$ cat src/rtl/jk_reg_bank_if.sv
// Bus bundle for the JK register bank: control/data inputs and the state/status
// outputs. The master drives the controls and the slave (the bank) drives the status.
interface jk_reg_bank_if #(
  parameter int WIDTH = 8,
  parameter int CNT_W = 8
);
  logic             en;
  logic [WIDTH-1:0] j;
  logic [WIDTH-1:0] k;
  logic             load;
  logic [WIDTH-1:0] load_data;
  logic             clr_cnt;
  logic [WIDTH-1:0] q;
  logic [WIDTH-1:0] qn;
  logic [WIDTH-1:0] changed;
  logic [CNT_W-1:0] toggle_cnt;
  logic             cnt_sat;

  modport master (
    output en, j, k, load, load_data, clr_cnt,
    input  q, qn, changed, toggle_cnt, cnt_sat
  );

  modport slave (
    input  en, j, k, load, load_data, clr_cnt,
    output q, qn, changed, toggle_cnt, cnt_sat
  );
endinterface

$ cat src/rtl/jk_reg_bank.sv
// Vector of independent JK flip-flops with parallel load, a per-bit change flag
// and a saturating count of toggle events. The reset is synchronous and active-low.
module jk_reg_bank #(
  parameter int               WIDTH = 8,
  parameter logic [WIDTH-1:0] INIT  = {WIDTH{1'b0}},
  parameter int               CNT_W = 8
) (
  input logic          clk,
  input logic          reset,
  jk_reg_bank_if.slave bus
);
  localparam logic [CNT_W-1:0] CNT_MAX = {CNT_W{1'b1}};

  logic [WIDTH-1:0]   q_r;
  logic [WIDTH-1:0]   changed_r;
  logic [CNT_W-1:0]   cnt_r;
  logic [WIDTH-1:0]   q_next_s;
  logic [6:0]         inc_s;
  logic [CNT_W+6:0]   sum_s;
  logic [CNT_W-1:0]   cnt_next_s;

  // Up to 64 channels, so seven bits always hold the count of set bits.
  function automatic logic [6:0] popcount(input logic [WIDTH-1:0] v);
    logic [6:0] n;
    n = 7'd0;
    for (int i = 0; i < WIDTH; i++) begin
      if (v[i]) begin
        n = n + 7'd1;
      end else begin
        n = n;
      end
    end
    return n;
  endfunction

  // Next channel state: load beats the JK update, which happens only when enabled.
  always_comb begin
    q_next_s = q_r;
    if (bus.load) begin
      q_next_s = bus.load_data;
    end else if (bus.en) begin
      for (int i = 0; i < WIDTH; i++) begin
        case ({bus.j[i], bus.k[i]})
          2'b00:   q_next_s[i] = q_r[i];
          2'b01:   q_next_s[i] = 1'b0;
          2'b10:   q_next_s[i] = 1'b1;
          2'b11:   q_next_s[i] = ~q_r[i];
          default: q_next_s[i] = q_r[i];
        endcase
      end
    end else begin
      q_next_s = q_r;
    end
  end

  // Toggle events are counted only on a plain enabled JK update. The wide sum is clamped at the maximum.
  always_comb begin
    inc_s = 7'd0;
    if (bus.en && !bus.load) begin
      inc_s = popcount(bus.j & bus.k);
    end else begin
      inc_s = 7'd0;
    end
    sum_s = {7'd0, cnt_r} + {{CNT_W{1'b0}}, inc_s};
    if (sum_s > {7'd0, CNT_MAX}) begin
      cnt_next_s = CNT_MAX;
    end else begin
      cnt_next_s = sum_s[CNT_W-1:0];
    end
  end

  // State registers: the reset overrides everything, and a counter clear discards that edge's increment.
  always_ff @(posedge clk) begin
    if (!reset) begin
      q_r       <= INIT;
      changed_r <= {WIDTH{1'b0}};
      cnt_r     <= {CNT_W{1'b0}};
    end else begin
      q_r       <= q_next_s;
      changed_r <= q_next_s ^ q_r;
      if (bus.clr_cnt) begin
        cnt_r <= {CNT_W{1'b0}};
      end else begin
        cnt_r <= cnt_next_s;
      end
    end
  end

  assign bus.q          = q_r;
  assign bus.qn         = ~q_r;
  assign bus.changed    = changed_r;
  assign bus.toggle_cnt = cnt_r;
  assign bus.cnt_sat    = (cnt_r == CNT_MAX);
endmodule

$ cat src/flat_wrapper.sv
// flat-port wrapper written by rule: the top's interface ports become plain ports
module jk_reg_bank_flat 
#(
  parameter int               WIDTH = 8,
  parameter logic [WIDTH-1:0] INIT  = {WIDTH{1'b0}},
  parameter int               CNT_W = 8
)
  (clk, reset, bus_en, bus_j, bus_k, bus_load, bus_load_data, bus_clr_cnt, bus_q, bus_qn, bus_changed, bus_toggle_cnt, bus_cnt_sat);
  jk_reg_bank_if #(.WIDTH(WIDTH), .CNT_W(CNT_W)) bus_i ();
  input logic clk;
  input logic reset;
  input wire logic [$bits(bus_i.en)-1:0] bus_en;
  input wire logic [$bits(bus_i.j)-1:0] bus_j;
  input wire logic [$bits(bus_i.k)-1:0] bus_k;
  input wire logic [$bits(bus_i.load)-1:0] bus_load;
  input wire logic [$bits(bus_i.load_data)-1:0] bus_load_data;
  input wire logic [$bits(bus_i.clr_cnt)-1:0] bus_clr_cnt;
  output wire logic [$bits(bus_i.q)-1:0] bus_q;
  output wire logic [$bits(bus_i.qn)-1:0] bus_qn;
  output wire logic [$bits(bus_i.changed)-1:0] bus_changed;
  output wire logic [$bits(bus_i.toggle_cnt)-1:0] bus_toggle_cnt;
  output wire logic [$bits(bus_i.cnt_sat)-1:0] bus_cnt_sat;
  assign bus_i.en = bus_en;
  assign bus_i.j = bus_j;
  assign bus_i.k = bus_k;
  assign bus_i.load = bus_load;
  assign bus_i.load_data = bus_load_data;
  assign bus_i.clr_cnt = bus_clr_cnt;
  assign bus_q = bus_i.q;
  assign bus_qn = bus_i.qn;
  assign bus_changed = bus_i.changed;
  assign bus_toggle_cnt = bus_i.toggle_cnt;
  assign bus_cnt_sat = bus_i.cnt_sat;
  jk_reg_bank #(.WIDTH(WIDTH), .INIT(INIT), .CNT_W(CNT_W)) u_core (.clk(clk), .reset(reset), .bus(bus_i));
endmodule
$ cat config.mk
export PLATFORM = sky130hd
export DESIGN_NAME = jk_reg_bank_flat
export DESIGN_NICKNAME = d
export VERILOG_FILES = /design/src/rtl/jk_reg_bank_if.sv /design/src/rtl/jk_reg_bank.sv /design/src/flat_wrapper.sv
export SDC_FILE = /design/constraint.sdc
export NUM_CORES = 1
export LEC_CHECK = 0
export BUFFER_PORTS_ARGS = -buffer_cell sky130_fd_sc_hd__clkbuf_2
export CORE_ASPECT_RATIO = 0.6
export CORE_MARGIN = 1
export CORE_UTILIZATION = 50
export DETAILED_ROUTE_END_ITERATION = 7
export GPL_TIMING_DRIVEN = 0
export PLACE_DENSITY = 0.77
export SETUP_SLACK_MARGIN = 0.1
export SYNTH_ARGS = -nofsm -noshare
export SYNTH_HDL_FRONTEND = slang
export SYNTH_SLANG_ARGS = --single-unit
$ cat constraint.sdc
create_clock -name clk -period 6.02 [get_ports clk]
set_input_delay 0.602 -clock clk [delete_from_list [all_inputs] [get_ports clk]]
set_output_delay 0.602 -clock clk [all_outputs]
set_load 0.03 [all_outputs]
==> results of run 1 <==
## registers in the layout, indices dropped and copies added, names as in the netlist
| register | cells |
|---|---|
| u_core.bus.q | 8 |
| u_core.bus.toggle_cnt | 8 |
| u_core.bus.changed | 8 |
## report_power, final
group	internal (mW)	switching [mW]
registers	0.170	0.00736
clock network	0.0890	0.0575
logic	0.0794	0.112
total	0.338	0.177
## worst max-delay path: cells and delay by family
kind	cells	cell delay, ps
muxes	1	210
AOI/OAI and AO/OA	9	1310
and+or+nand+nor	9	1270
adders and majority gates	6	2060
buffers and inverters	3	280
## cells in the final DEF (no fill, tap or decap), types with 2 or more instances in the layout
cell type,instances
dfxtp_1,24
nand2b_1,4
a21o_1,10
a21oi_1,19
nand4_1,2
nor2b_1,3
conb_1,2
xor2_1,4
nand3_1,3
and2_1,19
and3_1,4
xor2_2,2
clkbuf_8,3
inv_1,15
ha_1,11
a211oi_2,2
xnor2_1,13
a311oi_1,8
nor2_2,2
nor2_1,8
clkbuf_2,59
and4_1,2
clkbuf_1,5
xnor2_4,2
nand2_1,11
## path summary, 6_finish.rpt
path / to / slack (ps) / cells past startpoint
hold / removal: u_core.bus.q[0] / 630 / 2
hold reg to reg: u_core.bus.toggle_cnt[2] / 630 / 2
setup reg to reg: u_core.bus.toggle_cnt[1] / 3730 / 10
setup / recovery: u_core.bus.toggle_cnt[1] / 430 / 28
## per-stage QoR
step	hold slack (ps)	utilization [%]	TNS (ps)	setup WS, ps	instances
2_1_floorplan	724	-	0	644	205
3_3_place_gp	640	64.7	-745	-111	309
3_5_place_dp	649	64.7	-1270	-192	309
4_1_cts	626	67.0	0	207	313
5_1_grt	632	68.8	0	106	313
6_report	630	68.8	0	430	313
## Yosys cell counts, types with 2 or more instances
master,n,area share [%]
a211oi_1,3,1.2
a21o_1,10,4.2
a21oi_1,20,5.5
a311oi_1,8,3.9
a31oi_1,2,0.69
and2_1,19,6.6
and3_1,4,1.4
and4_1,2,0.97
clkbuf_1,5,1.0
dfxtp_1,24,27
ha_1,12,8.3
inv_1,15,3.1
mux2i_1,2,1.1
nand2_1,11,2.3
nand2b_1,4,1.4
nand3_1,3,0.83
nand4_1,2,0.69
nor2_1,10,2.1
nor2b_1,3,1.0
xnor2_1,13,6.3
xnor2_4,2,3.0
xor2_1,4,1.9
xor2_2,2,1.8
## layer usage
metal / vias to the layer above / GRT usage, % / part of all wire, %
met5: - / 0 / 0
met4: 0 / 5.45 / 0.85
met3: 5 / 6.60 / 7.5
met2: 58 / 32.2 / 38
met1: 765 / 41.2 / 54
li1: 854 / - / -
## area by class of cell
cell class	count	area (um2)
clock buffer	3	41.3
buffer	6	22.5
timing repair buffer	59	295
sequential	24	480
fill	276	1040
inverter	15	56.3
tap	45	56.3
multi-input combinational	160	1320
clock inverter	1	30.0
## cell families (layout without fill, tap and decap cells)
| logic type | Yosys count | in the layout | synth area share [%] |
|---|---|---|---|
| adders and majority gates | 13 | 13 | 9.41 |
| AOI/OAI and AO/OA | 55 | 55 | 20.8 |
| muxes | 2 | 2 | 1.11 |
| buffers and inverters | 21 | 84 | 4.36 |
| xor gates and xnor gates | 24 | 24 | 16.5 |
| other | 1 | 2 | 0.207 |
| and+or+nand+nor | 64 | 64 | 21.0 |
| DFF | 24 | 24 | 26.6 |
## timing repair
item | CTS | global route
pin swaps | 0 | 1
resized for setup | 1 | 14
endpoints found under the setup margin | 7 | 8
==> metrics.yaml, run 1 <==
htree_levels: 1
start_util_pct: 54.1
arrival_ps: 5740
min_path_type: "primary input to flop"
fin_crit_sh_pct: 92.9
post_drt_wl_per_cell_um: 14.3
yosysSeqAreaShare_pct: 26.6
p_leak_nw: 1.08
powerDensity_mw_per_mm2: 224
totalPowerFinal_mw: 0.515
antenna_cells: 0
routed_wl_um: 4470
timing.final.max_slew_violations: 0
numCtsBuffers: 3
peakVddDrop_uv: 141
rsz0062_at_grt: "false"
post_cts_buffers: 0
critPathLaunch: "bus_k[1]"
ant_nets: 0
crit_type: "primary input to flop"
crit_required_ps: 6170
area_growth_pct: 27.3
synth_area_per_cell_um2: 8.86
setup_viol: 0
track_usage_pct: 25.4
clock-sinks: 24
maxCapViolCount: 0
synth_ff_type: "dfxtp_1"
drive_gt1_share_pct: 30.2
hp-start: "reset"
crit_path_frequent_cell: "ha_1"
dp_hpwl_um: 3470
die_height_um: 48.6
cts_tree: "done"
end_kind: "flop"
slowest_stage: "fa_1"
drtIter0Drc: 142
grt_start_max_net_pins: 15
clk_pin_slew_ps: 90
netlist_area_mm2: 0.00181
fp.dieW_um: 79.6
dpl_cell_area_mm2: 0.00216
max_freq_mhz: 179
gr-total-overflow: 0
dr.pass1.iters: 4
path_max_fanout: 7
asyncSetResetFlopFracSynth_pct: 0
antenna_found_initial: 0
finalWeightedCongestion: 0.786
pin_count: 62
drc: 0
dieArea_mm2: 0.00387
fin_nets: 311
grt_pass1_wl_um: 7560
hold_buffers: 0
synth_edf_count: 0
max_stage_delay_ps: 450
rr_startpoint: "u_core.bus.toggle_cnt[0]"
core_mm2: 0.00334
status: "completed"
viasPerCell: 5.37
yosysWarnings: 0
max-clock-path-buffers: 2
fin_crit_ps: 5590
design_area_mm2: 0.00230
netlist_instances: 204
hold_viol: 0
cts-root-buf: "clkbuf_8"
ys_ff_latch: 24
rows: 16
yosysUniqueCellTypes: 47
skew_ps: 9.33
first_global_vias: 1519
route.vias.total: 1682
critPathLaunchType: "primary input"
numPortBuffers: 59
clock_latency_ps: 280
No activity file was read; power rests on OpenSTA's default activity.
==> run 2, diff against run 1 <==
- CAP_MARGIN: not set -> 30
- CORE_UTILIZATION: 50 -> 45
- PLACE_DENSITY: 0.77 -> 0.73
- clock period: 6.02 -> 5.1 ns (I/O delays scaled with it)
==> metrics.yaml, run 2 (synthesized netlist as in run 1, its figures left out) <==
status: "complete, but fails checks"
failed_checks: "design-rule violations"
arrival_ps: 5170
totalPowerFinal_mw: 0.638
slowest_stage: "o32a_1"
clock_latency_ps: 280
ant_nets: 0
min_path_type: "primary input to flop"
rr_startpoint: "u_core.bus.toggle_cnt[0]"
fin_crit_sh_pct: 98.4
max_freq_mhz: 199
dp_hpwl_um: 3570
fin_crit_ps: 5020
pin_count: 62
drc: 4
cts-root-buf: "clkbuf_8"
dieArea_mm2: 0.00428
cp-endpoint: "u_core.bus.toggle_cnt[5]"
fin_nets: 321
max-clock-path-buffers: 2
antenna_found_initial: 0
rows: 17
p_leak_nw: 1.16
path_max_fanout: 7
numPortBuffers: 59
rsz0062_at_grt: "true"
numCtsBuffers: 3
drive_gt1_share_pct: 40.3
post_drt_wl_per_cell_um: 15.4
grt_pass1_wl_um: 7370
worstRegToRegCells: 11
place_inst: 311
timing.final.max_slew_violations: 0
skew_ps: 10.6
cts_tree: "done"
htree_levels: 1
dr.pass1.iters: 6
multi_input_area_mm2: 0.00144
peakVddDrop_uv: 122
route.vias.total: 1743
post-route-util_pct: 67.4
routed_wl_um: 4990
drtIter0Drc: 92
track_usage_pct: 21.8
rrSetupSlack_ps: 2740
fp.dieW_um: 83.8
max_stage_delay_ps: 380
holdWs_ps: 537
finalWeightedCongestion: 0.828
use_met2_pct: 30.5
clk_pin_slew_ps: 90
grt.busiest_layer: "met1"
setup_viol: 0
final_cell_mix: "55 x clkbuf_2, 24 x dfxtp_1, 19 x and2_1"
crit_path_frequent_cell: "ha_4"
critPathLaunch: "bus_j[0]"
area_growth_pct: 40.4
antenna_cells: 0
viasPerCell: 5.36
crit_type: "primary input to flop"
tns_ps: 0
die_height_um: 51.1
start_util_pct: 48.0
worst_slew_margin_rel_pct: 62.8
grt_start_max_net_pins: 15
regArea_um2: 480
tightest_slew_ps: 558
first_global_vias: 1516
grt.met3_usage_pct: 3.23
crit_required_ps: 5250
maxCapViolCount: 0
fillCellCount: 295
stdcell_count: 325
hold_buffers: 0
core_mm2: 0.00376
grt_use_met1_pct: 34.4
critPathLaunchType: "primary input"
powerDensity_mw_per_mm2: 251
hold_viol: 0
clock-sinks: 24
end_kind: "flop"
reg2reg_to: "u_core.bus.toggle_cnt[5]"
final_common_cell: "clkbuf_2"
gr-total-overflow: 0
[run 2: worst max-delay path: cells and delay by family]
kind | cells | cell delay [ps]
AOI/OAI and AO/OA | 9 | 1550
adders and majority gates | 6 | 1700
buffers and inverters | 4 | 390
muxes | 1 | 160
and+or+nand+nor | 9 | 830
[run 2: worst min-delay path by stage]
stage                             startpoint                       end  slack (ps)  depth (start not counted)
global placement    u_core.bus.toggle_cnt[7]  u_core.bus.toggle_cnt[2]         650                          2
CTS                                    reset           u_core.bus.q[7]         540                          2
global route                           reset     u_core.bus.changed[7]         550                          2
finish                                 reset           u_core.bus.q[7]         540                          2
detailed placement  u_core.bus.toggle_cnt[7]  u_core.bus.toggle_cnt[2]         660                          2
floorplan                              reset     u_core.bus.changed[4]         630                          1
[run 2: metrics by stage]
stage / worst slack [ps] / cell area, um2
3_5_place_dp: -525 / 2210
2_1_floorplan: 118 / 1860
5_1_grt: -128 / 2540
3_3_place_gp: -463 / 2210
4_1_cts: 112 / 2330
6_report: 83.7 / 2540
[run 2: per-layer routing]
metal,part of all wire (%),vias to the layer above
li1,-,869
met1,50,811
met2,44,63
met3,5.9,0
met4,0,0
met5,0,-
[run 2: power by group]
group	switching [mW]	internal, mW
clock	0.0646	0.105
sequential	0.00919	0.201
combinational	0.145	0.114
[run 2: final cells by class]
cell class                      instances  share of cell area (%)
Multi-Input combinational cell        160                    56.5
Sequential cell                        24                    18.9
Timing Repair Buffer                   69                    16.3
Tap cell                               47                    2.32
Inverter                               15                    2.22
Clock buffer                            3                    1.63
Clock inverter                          1                    1.18
Buffer                                  6                   0.887
[run 2: what timing repair did]
| item | in CTS | in global routing |
|---|---|---|
| gates resized for setup | 5 | 42 |
| endpoints found under the setup margin | 8 | 8 |
| pin swaps | 5 | 22 |
| setup buffers | 4 | 6 |
